--- src/rtl/sap_pkg.sv ---
// Shared types and widths for the SAP front-panel RAM loader.
package sap_pkg;
    localparam int SAP_ADDR_W = 4;
    localparam int SAP_DATA_W = 8;

    typedef enum logic [1:0] {
        IDLE,
        WRITE,
        CLEAR,
        LOCKED
    } loader_state_t;
endpackage

--- src/rtl/button_debouncer.sv ---
// Two-flop synchroniser plus stability counter.
// Emits a one-cycle press pulse on an accepted release-to-press change.
module button_debouncer #(
    parameter int DEBOUNCE_CYCLES = 50000
) (
    input  logic clock,
    input  logic reset_n,
    input  logic btn_raw,
    output logic press
);
    localparam int CW = $clog2(DEBOUNCE_CYCLES + 1);
    localparam logic [CW-1:0] LAST = CW'(DEBOUNCE_CYCLES - 1);

    logic          sync1;
    logic          sync2;
    logic          level;
    logic [CW-1:0] cnt;

    always_ff @(posedge clock or negedge reset_n) begin
        if (!reset_n) begin
            sync1 <= 1'b0;
            sync2 <= 1'b0;
            level <= 1'b0;
            cnt   <= '0;
            press <= 1'b0;
        end else begin
            sync1 <= btn_raw;
            sync2 <= sync1;
            press <= 1'b0;
            if (sync2 == level) begin
                cnt <= '0;
            end else if (cnt == LAST) begin
                // accepted level change; only a new press is reported
                level <= sync2;
                cnt   <= '0;
                press <= sync2;
            end else begin
                cnt <= cnt + 1'b1;
            end
        end
    end
endmodule

--- src/rtl/ram_loader_ctrl.sv ---
// Front-panel loader for the SAP RAM: debounced buttons drive
// single writes, address moves and a full clear sweep.
module ram_loader_ctrl
    import sap_pkg::*;
#(
    parameter int DEBOUNCE_CYCLES = 50000,
    parameter int ADDR_W          = SAP_ADDR_W,
    parameter int DATA_W          = SAP_DATA_W,
    parameter int AUTO_INC        = 1
) (
    input  logic              clock,
    input  logic              reset_n,
    input  logic              programm_run,
    input  logic              btn_write,
    input  logic              btn_next,
    input  logic              btn_addr,
    input  logic              btn_clear,
    input  logic [ADDR_W-1:0] addr_dip,
    input  logic [DATA_W-1:0] ram_dip,
    output logic [ADDR_W-1:0] ld_addr,
    output logic [DATA_W-1:0] ld_data,
    output logic              ld_we,
    output logic              busy,
    output logic              locked
);
    localparam logic [ADDR_W-1:0] ADDR_MAX = '1;
    localparam logic [ADDR_W-1:0] ONE      = ADDR_W'(1);
    localparam logic [ADDR_W-1:0] STEP     = (AUTO_INC != 0) ? ONE : '0;

    logic          p_write;
    logic          p_next;
    logic          p_addr;
    logic          p_clear;
    loader_state_t state;
    loader_state_t state_n;

    button_debouncer #(.DEBOUNCE_CYCLES(DEBOUNCE_CYCLES)) u_db_write (
        .clock(clock), .reset_n(reset_n), .btn_raw(btn_write), .press(p_write)
    );
    button_debouncer #(.DEBOUNCE_CYCLES(DEBOUNCE_CYCLES)) u_db_next (
        .clock(clock), .reset_n(reset_n), .btn_raw(btn_next), .press(p_next)
    );
    button_debouncer #(.DEBOUNCE_CYCLES(DEBOUNCE_CYCLES)) u_db_addr (
        .clock(clock), .reset_n(reset_n), .btn_raw(btn_addr), .press(p_addr)
    );
    button_debouncer #(.DEBOUNCE_CYCLES(DEBOUNCE_CYCLES)) u_db_clear (
        .clock(clock), .reset_n(reset_n), .btn_raw(btn_clear), .press(p_clear)
    );

    always_comb begin
        state_n = state;
        ld_we   = 1'b0;
        busy    = 1'b0;
        locked  = 1'b0;
        unique case (state)
            IDLE: begin
                if (programm_run)  state_n = LOCKED;
                else if (p_clear)  state_n = CLEAR;
                else if (p_write)  state_n = WRITE;
            end
            WRITE: begin
                ld_we   = 1'b1;
                busy    = 1'b1;
                state_n = programm_run ? LOCKED : IDLE;
            end
            CLEAR: begin
                busy = 1'b1;
                // the CPU takes the RAM back within the same cycle
                if (programm_run) begin
                    state_n = LOCKED;
                end else begin
                    ld_we = 1'b1;
                    if (ld_addr == ADDR_MAX) state_n = IDLE;
                end
            end
            LOCKED: begin
                locked = 1'b1;
                if (!programm_run) state_n = IDLE;
            end
            default: state_n = IDLE;
        endcase
    end

    always_ff @(posedge clock or negedge reset_n) begin
        if (!reset_n) begin
            state   <= IDLE;
            ld_addr <= '0;
            ld_data <= '0;
        end else begin
            state <= state_n;
            unique case (state)
                IDLE: begin
                    if (!programm_run) begin
                        if (p_clear) begin
                            ld_addr <= '0;
                            ld_data <= '0;
                        end else if (p_write) begin
                            ld_data <= ram_dip;
                        end else if (p_addr) begin
                            ld_addr <= addr_dip;
                        end else if (p_next) begin
                            ld_addr <= ld_addr + ONE;
                        end
                    end
                end
                WRITE: ld_addr <= ld_addr + STEP;
                CLEAR: begin
                    if (programm_run || ld_addr == ADDR_MAX) ld_addr <= '0;
                    else ld_addr <= ld_addr + ONE;
                end
                default: ;
            endcase
        end
    end
endmodule

--- config.mk ---
export PLATFORM = sky130hd
export DESIGN_NAME = ram_loader_ctrl
export DESIGN_NICKNAME = d
export VERILOG_FILES = /design/src/rtl/sap_pkg.sv /design/src/rtl/button_debouncer.sv /design/src/rtl/ram_loader_ctrl.sv
export SDC_FILE = /design/constraint.sdc
export NUM_CORES = 1
export LEC_CHECK = 0
export CAP_MARGIN = 20
export CELL_PAD_IN_SITES_DETAIL_PLACEMENT = 0
export CELL_PAD_IN_SITES_GLOBAL_PLACEMENT = 1
export CORE_ASPECT_RATIO = 1.75
export CORE_MARGIN = 8
export CORE_UTILIZATION = 46
export CTS_BUF_LIST = sky130_fd_sc_hd__clkbuf_4 sky130_fd_sc_hd__clkbuf_8 sky130_fd_sc_hd__clkbuf_16
export DETAILED_ROUTE_END_ITERATION = 16
export PLACE_DENSITY_LB_ADDON = 0.1
export SYNTH_ARGS = -nofsm -noshare
export SYNTH_HDL_FRONTEND = slang
export SYNTH_SLANG_ARGS = --single-unit
--- constraint.sdc ---
create_clock -name clock -period 2.35 [get_ports clock]
set_input_delay 0.47 -clock clock [delete_from_list [all_inputs] [get_ports clock]]
set_output_delay 0.47 -clock clock [all_outputs]
set_load 0.01 [all_outputs]
==> results of run 1 <==
==> stage by stage <==
step	cells	utilization, %	total power, uW	worst slack [ps]	instance area, um2
3_3_place_gp	593	53.0	2580	142	5020
6_report	612	56.9	4180	184	5390
5_1_grt	612	56.9	4400	127	5390
3_5_place_dp	593	53.0	2600	157	5020
4_1_cts	610	56.6	4210	18.9	5360
2_1_floorplan	435	-	2270	590	4480
==> worst max path at each step <==
stage | startpoint | end | slack (ps) | cells after the start
4_1_cts | state[0]$_DFFE_PN0P_ | ld_we | 20 | 5
3_3_place_gp | programm_run | ld_we | 140 | 4
6_report | state[1]$_DFFE_PN0P_ | locked | 180 | 4
3_5_place_dp | programm_run | ld_we | 160 | 4
5_1_grt | state[1]$_DFFE_PN0P_ | locked | 130 | 4
2_1_floorplan | u_db_addr.cnt[10]$_DFF_PN0_ | u_db_addr.level$_DFFE_PN0P_ | 590 | 3
==> power by group <==
group | total, uW | switching [uW] | internal [uW]
combinational | 875 | 426 | 449
sequential | 1770 | 83.3 | 1690
clock | 1530 | 597 | 935
==> layer usage <==
metal  share of wire, %  routed length, um
met1                 42               3660
met2                 51               4440
met3                4.1                357
met4                2.3                202
met5                  0                  0
==> cells in the final DEF, fill, tap and decap left out, types with 3 or more instances in the layout <==
cell type	netlist	final
buf_4	0	10
nor4_1	18	18
nor3b_1	5	5
inv_1	15	13
nor4bb_1	4	4
nand3_1	27	27
clkdlybuf4s50_1	0	31
nand4_1	16	16
a21oi_1	5	5
and3_1	9	9
a31oi_1	3	3
xor2_1	13	13
xnor2_1	45	45
nor2_1	70	70
mux2_2	6	6
nor3_1	16	16
o21ai_0	6	6
dfrtp_1	94	94
clkbuf_16	0	9
ha_1	11	9
nand2_1	33	33
==> sequential cells by signal, summed over array words and instances (netlist names) <==
signal / cells
u_db_clear.sync1: 1
u_db_write.cnt: 16
ld_addr: 4
u_db_addr.level: 1
u_db_clear.level: 1
u_db_write.press: 1
u_db_write.sync1: 1
u_db_next.cnt: 16
ld_data: 8
u_db_clear.press: 1
u_db_next.level: 1
u_db_addr.sync2: 1
u_db_clear.sync2: 1
u_db_clear.cnt: 16
u_db_addr.cnt: 16
u_db_write.sync2: 1
state: 2
u_db_next.press: 1
u_db_next.sync2: 1
u_db_addr.press: 1
u_db_write.level: 1
u_db_addr.sync1: 1
u_db_next.sync1: 1
==> final cells by class <==
| cell class | instances | area [um2] | share of cell area (%) |
|---|---|---|---|
| flip-flops and latches | 94 | 2350 | 43.6 |
| multi-input cells | 320 | 2070 | 38.3 |
| repair buffers | 44 | 438 | 8.12 |
| clock buffers | 9 | 225 | 4.18 |
| well taps | 122 | 153 | 2.83 |
| clock inverters | 7 | 95.1 | 1.76 |
| inverters | 16 | 60.1 | 1.11 |
==> kinds of logic after synthesis <==
family | count (synthesis) | share of synthesized area (%)
adder cells (fa/ha/maj) | 11 | 3.07
flip-flops | 94 | 52.5
multiplexers | 6 | 1.51
buffers and inverters | 21 | 1.79
XOR/XNOR | 58 | 11.3
AO/OA/AOI/OAI | 29 | 4.86
AND/OR/NAND/NOR | 216 | 24.9
==> critical path: cells and delay by family, from the launching register on <==
family | cells | cell delay (ps)
buffers and inverters | 3 | 760
DFF | 1 | 420
adders and majority gates | 1 | 190
==> what timing repair did <==
item	in CTS	in global routing
cloned	0	0
pin swaps	0	0
setup buffers	1	2
endpoints found under the setup margin	1	1
gates resized for setup	2	5
==> results.json, run 1 <==
{
  "r2r_end": "u_db_addr.level$_DFFE_PN0P_",
  "hp-class": "input pin to asynchronous set/reset pin",
  "antenna_found_initial": 0,
  "syn_area_um2": 4480,
  "gr-total-overflow": 0,
  "met1_usage_pct": 14.8,
  "cp-end-kind": "primary output",
  "start_util_pct": 47.3,
  "ys_warn_count": 0,
  "start_kind": "register",
  "synth_edf_count": 0,
  "core_area_um2": 9470,
  "synth_area_leaders": "dfrtp_1 53%, xnor2_1 8.8%, nor2_1 5.9%",
  "cpMaxStageDelayCell": "clkdlybuf4s50_1",
  "post_synth.cell_area_avg_um2": 10.3,
  "async_flop_share_pct": 100,
  "die_area_um2": 13300,
  "clkTransAtPathRegs_ps": 60,
  "slew_headroom_pct": 63.4,
  "drc_errors": 0,
  "path_cells": "buf_4 > buf_4 > ha_1 > clkdlybuf4s50_1",
  "synth_cells": 435,
  "power_density_nw_per_um2": 776,
  "grt_busiest_layer": "met2",
  "viasPerCell": 5.36,
  "cts.htree.levels": 3,
  "grt_pass1_vias": 3463,
  "maxCapViolations": 0,
  "cpPeakStageDelay_ps": 480,
  "grtUsageMet2_pct": 24.8,
  "grt_start_max_net_pins": 42,
  "grt.total_usage_pct": 13.8,
  "outcome": "complete, no violations",
  "yosysTopAreaCell": "dfrtp_1",
  "yosysMostFrequentCell": "dfrtp_1",
  "wl_per_cell_um": 14.1,
  "slew_violations": 0,
  "finalSetupViolCount": 0,
  "hold_viol": 0,
  "nFillCells": 833,
  "port-buffer-count": 33,
  "criticalPathCategory": "register to primary output",
  "antenna_left": 0,
  "layout-drive-gt1-share_pct": 9.39,
  "gp_congestion": 0.797,
  "tightest_slew_ps": 549,
  "yosysTopAreaCellShare_pct": 52.5,
  "use_met3_pct": 3.18,
  "setup_tns_ps": 0,
  "reg2reg_depth": 4,
  "numCtsBuffers": 9,
  "rrSetupSlack_ps": 470,
  "die_x_um": 90.6,
  "dp_hpwl_um": 6290,
  "fin_hold_ws_ps": 118,
  "worstPathRequired_ps": 1880,
  "drt-pass1-iter-count": 4,
  "n_antenna_cell": 0,
  "min_period_over_period_pct": 92.2,
  "yosysSeqAreaShare_pct": 52.5,
  "crit_fanout": 4,
  "ys_ff_latch": 94,
  "fmax_mhz": 462,
  "drt-initial-drc-count": 162,
  "clkLatencyLatePin_ps": 340,
  "cp.arrival_ps": 1700,
  "nets": 515,
  "synth.distinct_cells": 47,
  "clock-sinks": 94,
  "crit_top_cell": "buf_4",
  "ir_worst_vdd_v": 0.000504,
  "ys.flop_type": "dfrtp_1",
  "hold_buffers": 0,
  "power_leakage_uw": 0.00228,
  "rsz0062_at_grt": "no",
  "clock-root-buffer": "clkbuf_16",
  "wl_um": 8660,
  "min_period_ps": 2170,
  "yosys-top-cells-count": "94 x dfrtp_1, 70 x nor2_1, 45 x xnor2_1",
  "grt_pass1_wl_um": 15500,
  "synth_nets": 465,
  "skew_ps": 6.66,
  "cts_tree": "built",
  "rows": 47,
  "chipHeight_um": 147,
  "vias": 3279,
  "area_growth_pct": 20.4,
  "worstReg2RegStart": "u_db_addr.cnt[12]$_DFF_PN0_",
  "io_pins": 34,
  "clk_path_buf_depth": 2
}
Power figures use the tool's default switching activity.
==> run 2: changes to the inputs <==
- clock period: 2.35 -> 2 ns (I/O delays scaled with it)
==> results.json, run 2 (synthesized netlist as in run 1, its figures left out) <==
{
  "min_period_ps": 1830,
  "cp-end-kind": "primary output",
  "die_area_um2": 13300,
  "chipHeight_um": 147,
  "cpPeakStageDelay_ps": 390,
  "setup_slack_ps": 169,
  "rows": 47,
  "grt_start_max_net_pins": 42,
  "fin_cells": 622,
  "criticalPathCategory": "register to primary output",
  "dp_hpwl_um": 6480,
  "worstPathRequired_ps": 1600,
  "ir_worst_vdd_v": 0.000605,
  "drt-pass1-iter-count": 4,
  "outcome": "complete, no violations",
  "grt.total_usage_pct": 14.6,
  "path_cells": "inv_2 > ha_2 > nor2b_2 > o21a_1 > clkbuf_2",
  "hold_buffers": 0,
  "clock-root-buffer": "clkbuf_16",
  "wl_per_cell_um": 14.6,
  "pwr-share-seq_pct": 42.2,
  "p_clk_share_pct": 37.1,
  "min_period_over_period_pct": 91.6,
  "clock-sinks": 94,
  "core_area_um2": 9470,
  "antenna_found_initial": 0,
  "power_leakage_uw": 0.00234,
  "path_delay_family": "flip-flops",
  "wl_um": 9070,
  "io_pins": 34,
  "hp-class": "input pin to asynchronous set/reset pin",
  "mostFrequentLayoutCell": "dfrtp_1",
  "tightest_slew_ps": 462,
  "grt_pass1_wl_um": 15900,
  "area_growth_pct": 22.1,
  "power_density_nw_per_um2": 906,
  "die_x_um": 90.6,
  "viasPerCell": 5.35,
  "cp.arrival_ps": 1430,
  "port-buffer-count": 33,
  "drc_errors": 0,
  "n_antenna_cell": 0,
  "gr-total-overflow": 0,
  "antenna_left": 0,
  "vias": 3329,
  "layout-drive-gt1-share_pct": 11.8,
  "numCtsBuffers": 9,
  "maxCapViolations": 0,
  "grt_pass1_vias": 3424,
  "fmax_mhz": 546,
  "clkTransAtPathRegs_ps": 70,
  "switchingPower_uw": 1350,
  "placed_area_um2": 5120,
  "path_buf_inv": 2,
  "nets": 525,
  "rsz0062_at_grt": "no",
  "combPwrFrac_pct": 20.7,
  "fin_area_um2": 5470,
  "swShare_pct": 27.3,
  "gp_congestion": 0.852,
  "slew_headroom_pct": 69.2,
  "start_kind": "register",
  "clk_path_buf_depth": 2,
  "most-common-layout-cells": "94 x dfrtp_1, 69 x nor2_1, 45 x xnor2_1, 33 x nand2_1, 29 x clkdlybuf4s50_1",
  "dp_cells": 606,
  "cts_tree": "built",
  "hold_viol": 0,
  "start_util_pct": 47.3,
  "cts.htree.levels": 3,
  "cpMaxStageDelayCell": "dfrtp_1",
  "drt-initial-drc-count": 139,
  "dpl_worst_slack_ps": -61.2,
  "crit_fanout": 3,
  "clkLatencyLatePin_ps": 350,
  "skew_ps": 11.2,
  "p_int_uw": 3600,
  "finalSetupViolCount": 0,
  "slew_violations": 0
}
run 2: routing by layer:
metal	vias up	wire, um	track usage (%)
met5	-	0	0
met4	0	149	6.04
met3	9	355	3.70
met2	53	4800	26.3
met1	1620	3760	15.6
li1	1647	-	-
run 2: metrics by stage:
stage               setup TNS (ps)  hold WS [ps]  utilization [%]  power (uW)
floorplan                        0           104                -        2670
detailed placement           -61.2           335             54.1        3110
global route                     0          23.8             57.7        5230
CTS                              0          14.3             57.5        4950
finish                           0          7.78             57.7        4950
global placement             -65.5           333             54.1        3090
run 2: final cells by class:
class | count | area (um2)
repair buffers | 54 | 507
flip-flops and latches | 94 | 2350
well taps | 122 | 153
fillers | 833 | 4000
clock inverters | 7 | 97.6
clock buffers | 9 | 225
inverters | 16 | 60.1
multi-input cells | 320 | 2070
run 2: path summary, 6_finish.rpt:
check / from / endpoint / slack (ps) / cells after the start
min reg2reg: u_db_write.sync1$_DFF_PN0_ / u_db_write.sync2$_DFF_PN0_ / 350 / 0
min in group clock: u_db_write.sync1$_DFF_PN0_ / u_db_write.sync2$_DFF_PN0_ / 350 / 0
max reg2reg: u_db_addr.cnt[4]$_DFF_PN0_ / u_db_addr.level$_DFFE_PN0P_ / 200 / 4
max in group asynchronous: reset_n / u_db_addr.cnt[7]$_DFF_PN0_ / 1410 / 2
min: reset_n / ld_data[4]$_DFFE_PN0P_ / 8 / 1
max: state[0]$_DFFE_PN0P_ / ld_we / 170 / 5
run 2: repair_timing:
action | 4_1_cts | 5_1_grt
cloned | 0 | 0
setup buffers | 0 | 0
setup endpoints to repair | 2 | 5
gates resized for setup | 4 | 9
hold endpoints to repair | 0 | 0
run 2: worst register-to-register path, stage by stage, from the launching register on:
cell	delay, ps
dfrtp_1	420
nor4_1	250
nand3_1	180
or4_4	560
mux2_2	290
run 2: power groups by stage:
stage | Clock (uW) | Sequential [uW] | Combinational [uW]
floorplan | 0 | 2120 | 552
global placement | 0 | 2110 | 974
detailed placement | 0 | 2120 | 997
CTS | 1890 | 2080 | 981
global route | 1970 | 2100 | 1160
finish | 1840 | 2090 | 1020
==> run 3: changes to the inputs <==
- CORE_MARGIN: 8 -> 5
==> results.json, run 3 (synthesized netlist as in run 1, its figures left out) <==
{
  "clk_path_buf_depth": 2,
  "worstReg2RegStart": "u_db_addr.cnt[13]$_DFF_PN0_",
  "drt-initial-drc-count": 198,
  "viasPerCell": 5.36,
  "swShare_pct": 26.9,
  "grt_pass1_wl_um": 15500,
  "switchingPower_uw": 1280,
  "p_clk_share_pct": 35.5,
  "nets": 525,
  "die_x_um": 84.6,
  "placed_area_um2": 5100,
  "hp-class": "register to register",
  "reg2reg_depth": 4,
  "chipHeight_um": 141,
  "holdPathEnd": "u_db_next.sync2$_DFF_PN0_",
  "rrSetupSlack_ps": 140,
  "clock-sinks": 94,
  "slew_violations": 0,
  "fin_cells": 621,
  "tightest_slew_ps": 399,
  "layout-drive-gt1-share_pct": 10.6,
  "hold_viol": 0,
  "core_area_um2": 9470,
  "antenna_left": 0,
  "io_pins": 34,
  "most-common-layout-cells": "94 x dfrtp_1, 69 x nor2_1, 45 x xnor2_1, 33 x nand2_1, 29 x clkdlybuf4s50_1",
  "grt.total_usage_pct": 15.9,
  "p_total_uw": 4760,
  "clock-root-buffer": "clkbuf_16",
  "min-delay-start": "u_db_next.sync1$_DFF_PN0_",
  "setup_tns_ps": 0,
  "numCtsBuffers": 9,
  "finalSetupViolCount": 0,
  "gr-total-overflow": 0,
  "antenna_found_initial": 0,
  "fmax_mhz": 512,
  "crit_fanout": 3,
  "outcome": "complete, no violations",
  "mostFrequentLayoutCell": "dfrtp_1",
  "cp.arrival_ps": 1550,
  "area_growth_pct": 21.3,
  "r2r_end": "u_db_addr.level$_DFFE_PN0P_",
  "vias": 3328,
  "grt_start_max_net_pins": 48,
  "rsz0062_at_grt": "no",
  "cp-end-kind": "primary output",
  "worstPathRequired_ps": 1600,
  "start_util_pct": 47.3,
  "port-buffer-count": 33,
  "gp_congestion": 0.801,
  "power_leakage_uw": 0.00233,
  "rows": 47,
  "drc_errors": 0,
  "cts.htree.levels": 3,
  "power_density_nw_per_um2": 876,
  "drt-pass1-iter-count": 4,
  "final_core_util_pct": 57.4,
  "dp_cells": 604,
  "die_area_um2": 11900,
  "ir_worst_vdd_v": 0.000560,
  "combPwrFrac_pct": 20.6,
  "fin_area_um2": 5430,
  "clkLatencyLatePin_ps": 340,
  "start_kind": "register",
  "dp_hpwl_um": 6360,
  "grt_pass1_vias": 3372,
  "n_antenna_cell": 0,
  "pwr-share-seq_pct": 43.8,
  "maxCapViolations": 0,
  "skew_ps": 7.59,
  "clkTransAtPathRegs_ps": 60,
  "criticalPathCategory": "register to primary output",
  "p_int_uw": 3480,
  "cts_tree": "built",
  "wl_um": 8830,
  "slew_headroom_pct": 73.3,
  "min_period_ps": 1950,
  "wl_per_cell_um": 14.2,
  "whs_path_depth": 0,
  "min_period_over_period_pct": 97.6
}
[run 3: per-layer routing]
layer	GRT usage, %	vias up	wire length, um
met3	3.70	16	338
met4	5.75	0	177
met1	18.7	1609	3730
li1	-	1638	-
met5	0	-	0
met2	28.1	65	4590
[run 3: what timing repair did]
action | CTS | global route
hold buffers | 1 | 0
endpoints found under the setup margin | 2 | 4
gates resized for setup | 3 | 4
hold endpoints to repair | 26 | 0
setup buffers | 1 | 0
[run 3: power groups by stage]
stage / registers, uW / clock network, uW / logic, uW
after detailed placement: 2120 / 0 / 980
after floorplan: 2120 / 0 / 552
final: 2090 / 1690 / 981
after global placement: 2120 / 0 / 966
after CTS: 2080 / 1740 / 982
after global routing: 2090 / 1830 / 1100
[run 3: worst max-delay path by stage]
| stage | startpoint | end | slack (ps) | cells past startpoint |
|---|---|---|---|---|
| 5_1_grt | state[0]$_DFFE_PN0P_ | ld_we | 5 | 5 |
| 4_1_cts | state[0]$_DFFE_PN0P_ | ld_we | 10 | 5 |
| 6_report | state[0]$_DFFE_PN0P_ | ld_we | 50 | 5 |
| 2_1_floorplan | u_db_addr.cnt[10]$_DFF_PN0_ | u_db_addr.level$_DFFE_PN0P_ | 240 | 3 |
| 3_3_place_gp | programm_run | ld_we | -70 | 4 |
| 3_5_place_dp | programm_run | ld_we | -50 | 4 |
[run 3: cell type report]
type | count | area [um2]
fillers | 828 | 4040
flip-flops and latches | 94 | 2350
multi-input cells | 320 | 2050
repair buffers | 54 | 513
clock buffers | 10 | 239
well taps | 122 | 153
clock inverters | 5 | 60.1
inverters | 16 | 60.1
[run 3: metrics by stage]
step / hold slack (ps) / setup slack, ps
2_1_floorplan: 104 / 240
3_3_place_gp: 334 / -65.6
3_5_place_dp: 335 / -54.3
4_1_cts: 355 / 11.1
5_1_grt: 369 / 5.50
6_report: 355 / 47.5
[run 3: worst max-delay path, stage by stage, from the launching register on]
cell and delay [ps]:
dfrtp_1 380, inv_1 110, ha_2 200, nor2b_2 160
o21a_1 110, dlygate4sd2_1 260
